$ cat src/rtl/board_io_debounce.sv
// Board-input front end: per-channel synchroniser, polarity fix, counter
// debounce with edge pulses, sticky rise events and a maskable interrupt.
// Sits between the FPGA switch/button pins and the processor's gp_i.

// ---------------------------------------------------------------------------
// One input channel. Everything here is private to the channel; the top only
// combines the event bits into the interrupt.
// ---------------------------------------------------------------------------
module board_io_debounce_lane #(
  parameter int   SyncStages     = 2,
  parameter int   DebounceCycles = 50000,
  parameter logic Invert         = 1'b0
) (
  input  logic clk_sys_i,
  input  logic rst_sys_i,
  input  logic raw_i,
  input  logic clr_i,
  output logic level_o,
  output logic rise_o,
  output logic fall_o,
  output logic event_o
);

  localparam int             CntW   = $clog2(DebounceCycles + 1);
  localparam logic [CntW-1:0] CntMax = CntW'(DebounceCycles - 1);

  logic [SyncStages-1:0] sync_q, sync_d;
  logic [CntW-1:0]       cnt_q, cnt_d;
  logic                  level_q, level_d;
  logic                  rise_q, rise_d;
  logic                  fall_q, fall_d;
  logic                  event_q, event_d;
  logic                  s;

  // Synchroniser shift: new sample enters at bit 0, oldest stage is the output.
  always_comb begin
    sync_d = {sync_q[SyncStages-2:0], raw_i};
  end

  // Sync stages reset to the inversion bit so the conditioned value is 0 and
  // no edge is seen when reset is released.
  always_ff @(posedge clk_sys_i or posedge rst_sys_i) begin
    if (rst_sys_i) sync_q <= {SyncStages{Invert}};
    else           sync_q <= sync_d;
  end

  assign s = sync_q[SyncStages-1] ^ Invert;

  // Debounce: count consecutive disagreeing cycles; any agreement restarts
  // the count, so a glitch earns no credit toward the next change.
  always_comb begin
    cnt_d   = cnt_q;
    level_d = level_q;
    rise_d  = 1'b0;
    fall_d  = 1'b0;
    if (s == level_q) begin
      cnt_d = '0;
    end else if (cnt_q == CntMax) begin
      level_d = s;
      cnt_d   = '0;
      rise_d  = s;
      fall_d  = ~s;
    end else begin
      cnt_d = cnt_q + 1'b1;
    end
  end

  // Sticky event: a rise wins over a simultaneous clear.
  always_comb begin
    event_d = event_q;
    if (rise_q)     event_d = 1'b1;
    else if (clr_i) event_d = 1'b0;
  end

  // Debounce and event state registers.
  always_ff @(posedge clk_sys_i or posedge rst_sys_i) begin
    if (rst_sys_i) begin
      cnt_q   <= '0;
      level_q <= 1'b0;
      rise_q  <= 1'b0;
      fall_q  <= 1'b0;
      event_q <= 1'b0;
    end else begin
      cnt_q   <= cnt_d;
      level_q <= level_d;
      rise_q  <= rise_d;
      fall_q  <= fall_d;
      event_q <= event_d;
    end
  end

  assign level_o = level_q;
  assign rise_o  = rise_q;
  assign fall_o  = fall_q;
  assign event_o = event_q;

endmodule

// ---------------------------------------------------------------------------
// Top: an array of independent channels plus the registered interrupt.
// ---------------------------------------------------------------------------
module board_io_debounce #(
  parameter int               NumIn          = 8,
  parameter int               SyncStages     = 2,
  parameter int               DebounceCycles = 50000,
  parameter logic [NumIn-1:0] InvertMask     = '0
) (
  input  logic             clk_sys_i,
  input  logic             rst_sys_i,
  input  logic [NumIn-1:0] raw_i,
  input  logic [NumIn-1:0] clr_i,
  input  logic [NumIn-1:0] irq_en_i,
  output logic [NumIn-1:0] level_o,
  output logic [NumIn-1:0] rise_o,
  output logic [NumIn-1:0] fall_o,
  output logic [NumIn-1:0] event_o,
  output logic             irq_o
);

  logic irq_q, irq_d;

  for (genvar g = 0; g < NumIn; g++) begin : g_lane
    board_io_debounce_lane #(
      .SyncStages     (SyncStages),
      .DebounceCycles (DebounceCycles),
      .Invert         (InvertMask[g])
    ) u_lane (
      .clk_sys_i (clk_sys_i),
      .rst_sys_i (rst_sys_i),
      .raw_i     (raw_i[g]),
      .clr_i     (clr_i[g]),
      .level_o   (level_o[g]),
      .rise_o    (rise_o[g]),
      .fall_o    (fall_o[g]),
      .event_o   (event_o[g])
    );
  end

  // Interrupt request from the current registered events and enables.
  always_comb begin
    irq_d = |(event_o & irq_en_i);
  end

  // Interrupt register; lags event/enable changes by one cycle.
  always_ff @(posedge clk_sys_i or posedge rst_sys_i) begin
    if (rst_sys_i) irq_q <= 1'b0;
    else           irq_q <= irq_d;
  end

  assign irq_o = irq_q;

endmodule

$ cat config.mk
export PLATFORM = sky130hd
export DESIGN_NAME = board_io_debounce
export DESIGN_NICKNAME = d
export VERILOG_FILES = /design/src/rtl/board_io_debounce.sv
export SDC_FILE = /design/constraint.sdc
export NUM_CORES = 1
export LEC_CHECK = 0
export CORE_AREA = 4 4 119 121
export DETAILED_ROUTE_END_ITERATION = 7
export DIE_AREA = 0 0 123 125
export GPL_TIMING_DRIVEN = 0
export PLACE_DENSITY = 0.83
export SYNTH_ARGS = -nofsm -noshare
export SYNTH_HDL_FRONTEND = slang
export SYNTH_SLANG_ARGS = --single-unit
$ cat constraint.sdc
create_clock -name clk_sys_i -period 14.49 [get_ports clk_sys_i]
set_input_delay 2.898 -clock clk_sys_i [delete_from_list [all_inputs] [get_ports clk_sys_i]]
set_output_delay 2.898 -clock clk_sys_i [all_outputs]
set_load 0.05 [all_outputs]
==> run metrics <==
Max Cap Violations=0; Clock Power Share=47.9%; clk_lat worst skew=0.42 ns; setup TNS=0 ns; Startpoint Class=flop; Worst Skew=0.00687 ns; via count=5753; max-slew violations=0; Synth Warn #=0; Reg2Reg Setup Slack=12.44 ns; Crit Path Category=reg2out; n_diodes=0; most numerous cell in the Yosys netlist=dfrtp_1; Resized Gates After CTS=0; Mapped Avg Cell Area=10.6 sq um; Post-Synthesis Cells=766; drt pass-1 iters=5; CORE AREA=13100 sq um; Crit path depth=2; Final Setup Violations=0; Post-CTS Setup Inserts=0; Synth Cell Area=8110 sq um; post-synth top area cell=dfrtp_1; gr busiest metal=met2; Post-synth EDFFs=0; Cell Pwr Density=109 nW/um^2; RSZ-0062 raised after global routing=no; list of most frequent post-synthesis cells=177 x dfrtp_1, 136 x nor2_1, 89 x xnor2_1; Worst Path Arrival=1.86 ns; CP max FO=3; Seq pwr share=48.9%; CTS tree=done; number of port buffers=58; HPWL Detailed=10600 microns; area grow syn2layout=18.4%; Seq/Total Area, Yosys=54.6%; std cell rows=42; GRT met3 Usage=5.47%; hold worst-path end=g_lane[5].u_lane.sync_q[1]; R2R Path Start=g_lane[5].u_lane.cnt_q[12]; RR Endpoint=g_lane[5].u_lane.cnt_q[7]; P_int=835 uW; met1 Usage GRT=28.0%; Synth top area share=54.6%; Buffers & Inverters on Critical Path=2; DR WL/cell=15.1 microns; Peak VDD IR=117 uV; final period utilization=32.8%; initial antenna violation count=0; Routability Congestion=0.840; total global routing overflow=0; min cycle time layout=4.76 ns; FMAX=0.210 GHz; Worst path slowest cell=clkdlybuf4s50_1; first-pass GRT wire length=26700 microns; global-route usage over all layers=21.6%; ys flop type=dfrtp_1; depth of the CTS H-tree=4; Leak=4.07 nW; CTS Buf Count=17; NetSw=208 uW; clock slew at reported path FFs=0.06 ns; die area=15400 sq um; Hold Path Stages=0; largest net degree at the start of global routing=112; Mapped Nets=800; vias in the first global route=5790; switching power share of the total=19.9%; Util after Layout=73.4%; CP peak stage delay=0.79 ns; Initial Util=62.0%; status=finished clean; worst min path class=reg2reg; maximum clock path buffer count=2; Die Ht=125 microns; max_slew headroom=60.2%; CP endpoint kind=output port; Layout Nets=878; Clock Sinks=177; number of synthesized register bits=177; combinational fraction of design power=3.3%; via-per-instance ratio=5.57; initial drt markers=469; root buf cell=clkbuf_16; Cell Chain, Critical Path=buf_4, clkdlybuf4s50_1; CP Data Required Time=11.59 ns; async set-reset flop share out of synthesis=100%; I/O Pins=59; residual DRC count=0; Worst Hold Launch=g_lane[5].u_lane.sync_q[0]; R2R depth=5; DIE WIDTH=123 microns; Unique masters post-synth=37; Worst path top cell family by delay=buffers and inverters; worst slew pin tran=0.591 ns; met2 global-route usage=36.0%; Fin. Hold Viols=0; drt total wl=15600 microns; FILL cells=842; layout cells sized above 1=9.80%; Area contributors post-synth=dfrtp_1 55%, xnor2_1 9.6%, nor2_1 6.3%; Post-CTS Hold Fix Bufs=0; antenna viol nets, final=0
sequential cells by signal, indices dropped and copies added (netlist names):
name,flops
g_lane.u_lane.fall_o,8
g_lane.u_lane.sync_q,16
g_lane.u_lane.level_o,8
g_lane.u_lane.cnt_q,128
g_lane.u_lane.rise_o,8
irq_o,1
g_lane.u_lane.event_o,8
worst max path at each step:
stage,to,slack (ns),start
4_1_cts,event_o[6],9.72,g_lane[6].u_lane.event_o
2_1_floorplan,g_lane[0].u_lane.cnt_q[0],6.79,rst_sys_i
5_1_grt,event_o[6],9.70,g_lane[6].u_lane.event_o
6_report,event_o[6],9.73,g_lane[6].u_lane.event_o
3_3_place_gp,g_lane[1].u_lane.cnt_q[14],4.85,rst_sys_i
3_5_place_dp,event_o[6],10.17,g_lane[6].u_lane.event_o
power groups by stage:
stage               clock [mW]  sequential (mW)  combinational (mW)
floorplan                    0            0.517              0.0207
global placement             0            0.518              0.0322
detailed placement           0            0.518              0.0352
CTS                      0.510            0.509              0.0355
global route             0.531            0.510              0.0395
finish                   0.499            0.509              0.0344
placed cells by master (no fill, tap or decap), types with 28 or more instances in the layout:
cell,instances
xnor2_1,89
nand2_1,31
clkdlybuf4s50_1,58
nor4_1,30
nor2_1,136
inv_1,28
dfrtp_1,177
nand4_1,32
xor2_1,28
nand3_1,46
buf_4,32
stage by stage:
step           setup WS (ns)  hold WS (ns)  total power [mW]  cells  cell area [sq um]
2_1_floorplan           6.79         0.331             0.537    766               8110
3_3_place_gp            4.85         0.334             0.550   1000               8910
3_5_place_dp           10.17         0.336             0.553   1001               8950
4_1_cts                 9.72         0.349              1.05   1033               9600
5_1_grt                 9.70         0.359              1.08   1033               9600
6_report                9.73         0.347              1.04   1033               9600
metal layers:
metal  vias to the layer above  routed length, microns
li1                       2761                       -
met1                      2815                    6690
met2                       153                    7980
met3                        24                     719
met4                         0                     212
met5                         -                       0
layout make-up:
type	count	area [sq um]	area share, %
Timing Repair Buffer	59	608	6.33
Clock buffer	22	474	4.94
Inverter	29	116	1.21
Buffer	42	283	2.95
Clock inverter	10	180	1.88
Tap cell	176	220	2.29
Sequential cell	177	4430	46.1
Multi-Input combinational cell	518	3290	34.3
cell families (layout without fill, tap and decap cells):
| family | after synthesis | after routing | synth area share, % |
|---|---|---|---|
| DFF | 177 | 177 | 54.6 |
| xor gates and xnor gates | 117 | 117 | 12.6 |
| and+or+nand+nor | 365 | 365 | 23.4 |
| AOI/OAI and AO/OA | 20 | 20 | 2.13 |
| buffers and inverters | 71 | 162 | 4.83 |
| adders and majority gates | 8 | 8 | 1.23 |
| muxes | 8 | 8 | 1.16 |
(Power assumes the default switching activity.)
